==> config.mk <==
export PLATFORM = sky130hd
export DESIGN_NAME = mul_share_arbiter_flat
export DESIGN_NICKNAME = d
export VERILOG_FILES = /design/src/rtl/mul_share_if.sv /design/src/rtl/mul_share_arbiter.sv /design/src/flat_wrapper.sv
export SDC_FILE = /design/constraint.sdc
export NUM_CORES = 1
export LEC_CHECK = 0
export BUFFER_PORTS_ARGS = -buffer_cell sky130_fd_sc_hd__buf_4
export CORE_MARGIN = 4
export CORE_UTILIZATION = 40
export CTS_CLUSTER_DIAMETER = 60
export CTS_CLUSTER_SIZE = 14
export DETAILED_ROUTE_END_ITERATION = 7
export GPL_TIMING_DRIVEN = 0
export HOLD_SLACK_MARGIN = 0.03
export PLACE_DENSITY = 0.86
export SYNTH_ARGS = -nofsm -noshare
export SYNTH_HDL_FRONTEND = slang
export SYNTH_SLANG_ARGS = --single-unit
==> constraint.sdc <==
create_clock -name clk -period 1.59 [get_ports clk]
set_clock_uncertainty 0.2 [all_clocks]
set_input_delay 0.159 -clock clk [delete_from_list [all_inputs] [get_ports clk]]
set_output_delay 0.159 -clock clk [all_outputs]
set_load 0.01 [all_outputs]
==> src/rtl/mul_share_if.sv <==
// Bundle of the signals between two requesters, the shared multiplier and the arbiter.
// The slave modport is the arbiter side. The master modport is the requester/multiplier side.
interface mul_share_if #(
    parameter int WIDTH = 16
);
    logic             req0_valid;
    logic             req0_ready;
    logic [WIDTH-1:0] req0_a;
    logic [WIDTH-1:0] req0_b;
    logic             req1_valid;
    logic             req1_ready;
    logic [WIDTH-1:0] req1_a;
    logic [WIDTH-1:0] req1_b;
    logic             mul_valid;
    logic [WIDTH-1:0] mul_a;
    logic [WIDTH-1:0] mul_b;
    logic [WIDTH-1:0] mul_res;
    logic             rsp0_valid;
    logic             rsp1_valid;
    logic [WIDTH-1:0] rsp_data;
    logic             busy;

    modport slave (
        input  req0_valid, req0_a, req0_b,
        input  req1_valid, req1_a, req1_b,
        input  mul_res,
        output req0_ready, req1_ready,
        output mul_valid, mul_a, mul_b,
        output rsp0_valid, rsp1_valid, rsp_data, busy
    );

    modport master (
        output req0_valid, req0_a, req0_b,
        output req1_valid, req1_a, req1_b,
        output mul_res,
        input  req0_ready, req1_ready,
        input  mul_valid, mul_a, mul_b,
        input  rsp0_valid, rsp1_valid, rsp_data, busy
    );
endinterface

==> src/rtl/mul_share_arbiter.sv <==
// Round-robin sharing of one fixed-latency FP16 multiplier between two requesters.
// A tag pipe, aligned with the multiplier latency, routes each result back to the requester that issued it.
module mul_share_arbiter #(
    parameter int WIDTH = 16,
    parameter int LAT   = 3
) (
    input  logic       clk,
    input  logic       rst_n,
    input  logic       en,
    mul_share_if.slave bus
);
    logic             last_grant_q, last_grant_d;
    logic             grant0, grant1;
    logic             mul_valid_q, mul_valid_d;
    logic             mul_id_q, mul_id_d;
    logic [WIDTH-1:0] mul_a_q, mul_a_d;
    logic [WIDTH-1:0] mul_b_q, mul_b_d;
    logic [LAT-1:0]   tag_valid_q, tag_valid_d;
    logic [LAT-1:0]   tag_id_q, tag_id_d;

    // When both requesters are valid, the one that was not granted last wins.
    always_comb begin
        grant0 = en & bus.req0_valid & (~bus.req1_valid | last_grant_q);
        grant1 = en & bus.req1_valid & (~bus.req0_valid | ~last_grant_q);
    end

    always_comb begin
        last_grant_d = last_grant_q;
        mul_valid_d  = grant0 | grant1;
        mul_id_d     = grant1;
        mul_a_d      = mul_a_q;
        mul_b_d      = mul_b_q;
        if (grant0) begin
            last_grant_d = 1'b0;
            mul_a_d      = bus.req0_a;
            mul_b_d      = bus.req0_b;
        end else if (grant1) begin
            last_grant_d = 1'b1;
            mul_a_d      = bus.req1_a;
            mul_b_d      = bus.req1_b;
        end
        // The operand register is tag stage zero. LAT more stages line up with mul_res.
        tag_valid_d = (tag_valid_q << 1) | LAT'(mul_valid_q);
        tag_id_d    = (tag_id_q << 1) | LAT'(mul_id_q);
    end

    always_ff @(posedge clk or negedge rst_n) begin
        if (!rst_n) begin
            last_grant_q <= 1'b1;
            mul_valid_q  <= 1'b0;
            mul_id_q     <= 1'b0;
            mul_a_q      <= '0;
            mul_b_q      <= '0;
            tag_valid_q  <= '0;
            tag_id_q     <= '0;
        end else begin
            last_grant_q <= last_grant_d;
            mul_valid_q  <= mul_valid_d;
            mul_id_q     <= mul_id_d;
            mul_a_q      <= mul_a_d;
            mul_b_q      <= mul_b_d;
            tag_valid_q  <= tag_valid_d;
            tag_id_q     <= tag_id_d;
        end
    end

    assign bus.req0_ready = grant0;
    assign bus.req1_ready = grant1;
    assign bus.mul_valid  = mul_valid_q;
    assign bus.mul_a      = mul_a_q;
    assign bus.mul_b      = mul_b_q;
    assign bus.rsp0_valid = tag_valid_q[LAT-1] & ~tag_id_q[LAT-1];
    assign bus.rsp1_valid = tag_valid_q[LAT-1] & tag_id_q[LAT-1];
    assign bus.rsp_data   = bus.mul_res;
    assign bus.busy       = mul_valid_q | (|tag_valid_q);
endmodule

==> src/flat_wrapper.sv <==
// flat-port wrapper written by rule: the top's interface ports become plain ports
module mul_share_arbiter_flat 
#(
    parameter int WIDTH = 16,
    parameter int LAT   = 3
)
  (clk, rst_n, en, bus_req0_valid, bus_req0_a, bus_req0_b, bus_req1_valid, bus_req1_a, bus_req1_b, bus_mul_res, bus_req0_ready, bus_req1_ready, bus_mul_valid, bus_mul_a, bus_mul_b, bus_rsp0_valid, bus_rsp1_valid, bus_rsp_data, bus_busy);
  mul_share_if #(.WIDTH(WIDTH)) bus_i ();
  input  logic clk;
  input  logic rst_n;
  input  logic en;
  input wire logic [$bits(bus_i.req0_valid)-1:0] bus_req0_valid;
  input wire logic [$bits(bus_i.req0_a)-1:0] bus_req0_a;
  input wire logic [$bits(bus_i.req0_b)-1:0] bus_req0_b;
  input wire logic [$bits(bus_i.req1_valid)-1:0] bus_req1_valid;
  input wire logic [$bits(bus_i.req1_a)-1:0] bus_req1_a;
  input wire logic [$bits(bus_i.req1_b)-1:0] bus_req1_b;
  input wire logic [$bits(bus_i.mul_res)-1:0] bus_mul_res;
  output wire logic [$bits(bus_i.req0_ready)-1:0] bus_req0_ready;
  output wire logic [$bits(bus_i.req1_ready)-1:0] bus_req1_ready;
  output wire logic [$bits(bus_i.mul_valid)-1:0] bus_mul_valid;
  output wire logic [$bits(bus_i.mul_a)-1:0] bus_mul_a;
  output wire logic [$bits(bus_i.mul_b)-1:0] bus_mul_b;
  output wire logic [$bits(bus_i.rsp0_valid)-1:0] bus_rsp0_valid;
  output wire logic [$bits(bus_i.rsp1_valid)-1:0] bus_rsp1_valid;
  output wire logic [$bits(bus_i.rsp_data)-1:0] bus_rsp_data;
  output wire logic [$bits(bus_i.busy)-1:0] bus_busy;
  assign bus_i.req0_valid = bus_req0_valid;
  assign bus_i.req0_a = bus_req0_a;
  assign bus_i.req0_b = bus_req0_b;
  assign bus_i.req1_valid = bus_req1_valid;
  assign bus_i.req1_a = bus_req1_a;
  assign bus_i.req1_b = bus_req1_b;
  assign bus_i.mul_res = bus_mul_res;
  assign bus_req0_ready = bus_i.req0_ready;
  assign bus_req1_ready = bus_i.req1_ready;
  assign bus_mul_valid = bus_i.mul_valid;
  assign bus_mul_a = bus_i.mul_a;
  assign bus_mul_b = bus_i.mul_b;
  assign bus_rsp0_valid = bus_i.rsp0_valid;
  assign bus_rsp1_valid = bus_i.rsp1_valid;
  assign bus_rsp_data = bus_i.rsp_data;
  assign bus_busy = bus_i.busy;
  mul_share_arbiter #(.WIDTH(WIDTH), .LAT(LAT)) u_core (.clk(clk), .rst_n(rst_n), .en(en), .bus(bus_i));
endmodule
Word-level counts from Yosys, hierarchy flattened
Cells that the tools add are included.
- bits of input ports: 85
- register bits after elaboration: 41
- output and inout port bits: 54
- logic and storage cells: 31
- reductions and logical operators: 2
- bitwise logic cells: 16
- muxes and demuxes: 6
- operators by type and width (kind ; number):
    two-way mux 16 bit ; 4
    AND 1 bit ; 6
    bitwise OR 3 x 1 -> 3 bit ; 2
    NOT 1 bit ; 4
    bitwise OR 1 bit ; 4
    OR reduction 3 bit ; 1
    two-way mux 1 bit ; 2
    nonzero test 2 bit ; 1

Depth between registers and ports, before layout
Gate-level depths: netlist (run 1).
- word-level depth: 5
- gate-level depth with buffers: 5
- gate-level depth less buffers: 3

Least setup slack after synthesis (run 1)
No wires, ideal clock.
- kind: reg-to-reg
- start point: reg u_core.last_grant_q
- end point: reg u_core.mul_a_q[10], in the netlist u_core.bus.mul_a[10]
- setup time: 130 ps
- stages on the path, launching flop included: 5
- buffers on the path: 1
- path slack: 178 ps
- period minus slack after synthesis: 1412 ps
- arrival: 1082 ps
- cell sequence: dfstp_2 -> and2b_4 -> buf_2 -> o21ai_0 -> a31oi_1
- cells in the longest elaborated chain, start to end: 4
- RTL lines (what ; RTL line ; text):
    start: declaration ; mul_share_arbiter.sv:12 ; logic last_grant_q, last_grant_d;
    start signal: assignment ; mul_share_arbiter.sv:57 ; last_grant_q <= last_grant_d;
    NOT 1 bit ; mul_share_arbiter.sv:24 ; grant1 = en & bus.req1_valid & (~bus.req0_valid | ~last_grant_q);
    bitwise OR 1 bit ; mul_share_arbiter.sv:24 ;
    AND 1 bit ; mul_share_arbiter.sv:24 ;
    nonzero test 2 bit (no source line) ; -- ;
    end signal: assignment ; mul_share_arbiter.sv:60 ; mul_a_q <= mul_a_d;
    end: declaration ; mul_share_arbiter.sv:16 ; logic [WIDTH-1:0] mul_a_q, mul_a_d;
Several ways; a longest one is shown, not always the timed one.
A chain may end at the register's enable or synchronous reset.

Final worst setup path (run 1)
- start point: reg u_core.tag_valid_q[0]
- end point: out bus_busy
- cells in the longest elaborated chain, start to end: 2
- RTL lines (what ; RTL line ; text):
    start: declaration ; mul_share_arbiter.sv:18 ; logic [LAT-1:0] tag_valid_q, tag_valid_d;
    start signal: assignment ; mul_share_arbiter.sv:62 ; tag_valid_q <= tag_valid_d;
    OR reduction 3 bit ; mul_share_arbiter.sv:75 ; assign bus.busy = mul_valid_q | (|tag_valid_q);
    bitwise OR 1 bit ; mul_share_arbiter.sv:75 ;
    end: declaration ; flat_wrapper.sv:27 ; output wire logic [$bits(bus_i.busy)-1:0] bus_busy;
Every way passes these cells.

==> metrics.txt, run 1 <==
Post-DP Area around 3000 um2; First DRT Iteration DRCs ~220; max incr delay on CP 0.54 ns; Max-Cap Viols 0; Worst Reg-to-Reg Cells 5; Netlist Area Pre-Place ~2000 um2; drt drc 0; DR pass1 iterations 5; Area Overhead vs Synth 109%; CTS tree yes; CP endpoint kind output port; cell area power density between 800 and 900 nW/um2; CP Class reg -> out; vias in the first global route around 2700; CTS root buf clkbuf_8; Final ANT Viol Nets 0; critical path depth in cells 2; Post-Route Utilization 87.6%; clock-pin slew on the worst setup and hold paths 0.09 ns; Final setup viols 26; CP max stage cell or4_4; count of pins over their slew limit 0; family with the most delay on the worst path simple AND/OR/NAND/NOR gates; Num CTS Buffers 5; Critical Path AT about 1.4 ns; non-filler instance count after layout ~500; Synth Register Bits roughly 40; H-tree Lvls 2; worst vdd ir about 0.54 mV; core box area between 4000 and 5000 um2; min setup slack post-route -0.147 ns; worst slew pin tran 0.530 ns; vias per cell 5.49; Pleak roughly 1.9 nW; synth top area cells dfrtp_1 (50%), a31oi_1 (10%), nand3_1 (8.0%); crit share post-route 109%; sequential share of the synthesized area 51.2%; largest net degree at the start of global routing 42; Netlist cell types 18; gr usage total roughly 28%; FMAX between 0.5 and 0.6 GHz; pre-CTS WS 0.0278 ns; CP Max Fanout 2; Fin. Hold Viols 0; failing checks setup timing; hold path depth 0; Starting Density 41.9%; grt total ovfl 0; crit path cell chain or4_4 > buf_6; Synth Area per Inst about 9.2 um2; Hold Crit Class reg -> reg; RSZ-0062 raised after global routing true; Worst EP required approximately 1.2 ns; first-pass GRT wire length 13400 um; synth warn 0; Row Count 25; FILL cells between 200 and 250; GP Congestion approximately 0.74; post-synth top area cell dfrtp_1; antenna violations before repair 0; Startpoint Class flop; Final min period approximately 1.7 ns; CTS Buffer Depth 2; Mapped Nets 303; Antenna Cells 0; CP Buf/Inv Count 1; Post-Route WL ~10000 um; share of the synthesized area in the top cell type roughly 50%; chip height between 70 and 80 um; Nets slightly above 500; I/O Buffers around 120; wire per inst 20.3 um; clk_lat worst skew about 0.30 ns; Die X-Extent between 70 and 80 um; share of post-route cells with drive strength above 1 approximately 50%; HPWL after DPL 4740 um; clock sink total 41; Slew HR 64.7%; dpl cells 407; cell count after synthesis approximately 220; Final Instance Area 4190 um2; # IOs 139; Min Hold Slack 0.154 ns; die area a little over 6000 um2; status complete, but fails checks; vias roughly 2700
## per-stage QoR
stage / TNS (ns) / power, W
3_5_place_dp: 0 / 0.00213
5_1_grt: -2.64 / 0.00354
2_1_floorplan: 0 / 0.00165
3_3_place_gp: 0 / 0.00210
6_report: -1.48 / 0.00342
4_1_cts: -0.240 / 0.00314
## path summary, 6_finish.rpt
check	startpoint	endpoint	slack, ns
setup / recovery	u_core.tag_valid_q[0]	bus_busy	-0.15
hold / removal	u_core.tag_id_q[1]	u_core.tag_id_q[2]	0.15
setup reg to reg	u_core.last_grant_q	u_core.bus.mul_a[4]	-0.11
hold reg to reg	u_core.tag_id_q[1]	u_core.tag_id_q[2]	0.15
max in group asynchronous	rst_n	u_core.last_grant_q	0.63
min in group asynchronous	rst_n	u_core.bus.mul_b[3]	0.19
## synth_stat cells
library cell   n
a31oi_1       32
and2_1         2
nand2_1        3
nor2_1        33
dfstp_2        1
nand2b_2       1
and2b_4        1
buf_6          5
a21oi_1        1
o21a_1         1
buf_2         11
o21ai_1       12
or4_1          1
nand3_1       32
buf_4         20
dfrtp_1       40
o21ai_0       21
nor2b_1        1
## placed cells by master (no fill, tap or decap), drive strengths merged
cell type	instances
buf	167
dlygate4sd3	68
dfrtp	40
nor2	33
o21ai	33
a31oi	32
nand3	32
clkbuf	7
nand2	3
and2	2
and2b	1
a21oi	1
o21a	1
nor2b	1
or4	1
nand2b	1
bufinv	1
clkinvlp	1
clkinv	1
dfstp	1
## final cells by class
type                       instances  area (um2)  share of cell area (%)
buffer                            35         287                    6.83
clock buffer                       5        68.8                    1.64
clock inverter                     3        46.3                    1.10
multi-input combinational        141         920                    21.9
sequential                        41        1030                    24.5
tap                               67        83.8                    2.00
timing repair buffer             202        1760                    42.0
## logic make-up (layout without fill, tap and decap cells)
family	after synthesis	in the layout	share of synthesized area [%]
compound gates	67	67	18.8
simple gates	74	74	17.0
flops	41	41	51.2
buf+inv	36	245	13.0
## state kept, by name, indices dropped and copies added, names as in the netlist
signal                flops
u_core.bus.mul_a         16
u_core.bus.mul_b         16
u_core.tag_id_q           3
u_core.tag_valid_q        3
u_core.bus.mul_valid      1
u_core.last_grant_q       1
u_core.mul_id_q           1
## worst register-to-register path: stages (launching register included)
cell and delay, ns:
dfstp_2 0.55, buf_6 0.12, nand2b_4 0.22, buf_6 0.15, nand3_1 0.12, a31oi_1 0.25
## metal layers
layer | routed length (um) | part of all wire, % | GRT usage (%) | vias to the layer above
met5 | 0 | 0 | 0 | -
met4 | 381 | 3.8 | 11.0 | 0
met3 | 1000 | 10 | 7.03 | 36
met2 | 5180 | 52 | 50.0 | 215
met1 | 3450 | 34 | 30.8 | 1287
li1 | - | - | - | 1172
## timing repair
item                       4_1_cts  5_1_grt
pin swaps                        0       43
gates resized for setup         10       60
gates cloned                     0        3
hold endpoints to repair        75        0
setup endpoints to repair        2       33
hold buffers                    68        0
buffers inserted                 2        7
## power breakdown
part | internal [W] | switching, W | leakage (nW) | total, W
registers | 0.00118 | 0.0000909 | 0.469 | 0.00127
clock network | 0.000470 | 0.000407 | 0.0543 | 0.000877
logic | 0.000690 | 0.000578 | 1.36 | 0.00127
total | 0.00234 | 0.00108 | 1.89 | 0.00342
(Power assumes the default switching activity.)
==> run 2: changes to the inputs <==
Settings changed: CELL_PAD_IN_SITES_DETAIL_PLACEMENT set to 1, CELL_PAD_IN_SITES_GLOBAL_PLACEMENT set to 2, CORE_UTILIZATION 40 to 22, PLACE_DENSITY 0.86 to 0.89.
==> run 2 against run 1 <==
  * Clock-buffer cell count stayed put
  * The run still ends with setup timing left
  * Fmax is 1.5% higher
  * Highest routed layer unchanged
  * First-iteration DRC count fell by 68%
  * Design area down 3.2%
==> metrics.txt, run 2 (synthesis gave the netlist of run 1 again) <==
status complete, but fails checks; failing checks setup timing; cell area power density around 800 nW/um2; Post-DP Area between 3000 and 4000 um2; Post-Route WL just over 9000 um; Hold Crit Class in -> reg; Max-Cap Viols 0; Row Count 34; crit share post-route 108%; vias in the first global route a little under 3000; Antenna Cells 0; HPWL after DPL 5640 um; dpl cells approximately 450; Area Overhead vs Synth 102%; Slew HR around 63%; Final ANT Viol Nets 0; vias between 2000 and 3000; # IOs around 140; FILL cells 1019; Nets roughly 510; gr usage total 16.9%; commonest non-fill, non-tap cells in the layout buf_4 (144), dlygate4sd3_1 (68), dfrtp_1 (40); non-filler instance count after layout between 500 and 600; reg-to-reg slack, setup -0.06 ns; Final setup viols 21; CTS Buffer Depth 2; H-tree Lvls 2; Final Instance Area 4060 um2; Startpoint Class flop; CTS tree yes; core box area 8810 um2; grt total ovfl 0; Post-Route Utilization 46.1%; CP Class reg -> out; hold path depth 4; clk_lat worst skew between 0.2 and 0.3 ns; Worst Reg-to-Reg Cells 5; chip height around 100 um; count of pins over their slew limit 0; largest net degree at the start of global routing 42; first-pass GRT wire length about 15000 um; Final min period between 1.5 and 2 ns; Num CTS Buffers 5; min setup slack post-route -0.121 ns; vias per cell approximately 4.7; GP Congestion roughly 0.75; First DRT Iteration DRCs 71; Critical Path AT approximately 1.4 ns; antenna violations before repair 0; share of post-route cells with drive strength above 1 44.2%; Worst EP required ~1.2 ns; I/O Buffers around 120; Pleak around 1.8 nW; Die X-Extent roughly 100 um; worst slew pin tran roughly 0.55 ns; wire per inst 17.5 um; DR pass1 iterations 4; CP endpoint kind output port; clock-pin slew on the worst setup and hold paths 0.09 ns; Multi-input gate area just under 800 um2; clock sink total just over 40; die area around 11000 um2; Starting Density about 23%; CP Max Fanout 2; drt drc 0; Min Hold Slack about 0.080 ns; worst vdd ir around 0.58 mV; Fin. Hold Viols 0; FMAX roughly 0.58 GHz; RSZ-0062 raised after global routing true; register area just over 1000 um2; CTS root buf clkbuf_8; most common library cell in the layout ignoring fill and taps buf_4; total negative slack -0.436 ns
-- run 2: worst max-delay path: stages, from the launching register on --
cell and delay (ns):
dfrtp_1 0.39, or4_4 0.53, buf_6 0.13
-- run 2: layout make-up --
class | count | area share [%]
multi-input combinational | 141 | 19.5
tap | 108 | 3.33
buffer | 35 | 7.06
clock buffer | 5 | 1.69
clock inverter | 3 | 1.14
timing repair buffer | 198 | 41.9
sequential | 41 | 25.3
-- run 2: per-layer routing --
layer	GRT usage (%)	routed length, um	vias up
met5	0	0	-
met4	4.65	183	0
met3	4.79	513	17
met2	31.7	4950	96
met1	18.6	3630	1229
li1	-	-	1162
-- run 2: final timing paths --
check	end	startpoint
min in group asynchronous	u_core.bus.mul_b[1]	rst_n
hold reg to reg	u_core.tag_id_q[1]	u_core.tag_id_q[0]
setup / recovery	bus_busy	u_core.tag_valid_q[1]
setup reg to reg	u_core.bus.mul_a[9]	u_core.last_grant_q
hold / removal	u_core.mul_id_q	bus_req1_valid
max in group asynchronous	u_core.bus.mul_a[3]	rst_n
-- run 2: what timing repair did --
item                                    in CTS  in global routing
gates cloned                                 1                  2
gates resized for setup                     12                 19
hold buffers                                67                  1
setup buffers                                3                  2
endpoints found under the setup margin       7                 30
hold endpoints to repair                    74                  1
pin swaps                                    1                 17
-- run 2: where the power goes --
group	switching [W]	internal, W
logic	0.000504	0.000638
registers	0.0000751	0.00118
clock network	0.000400	0.000470
-- run 2: through the flow --
step	setup slack, ns	total power (W)
floorplan	0.178	0.00165
global placement	0.0460	0.00214
detailed placement	-0.0370	0.00216
CTS	-0.131	0.00322
global route	-0.155	0.00345
finish	-0.121	0.00327
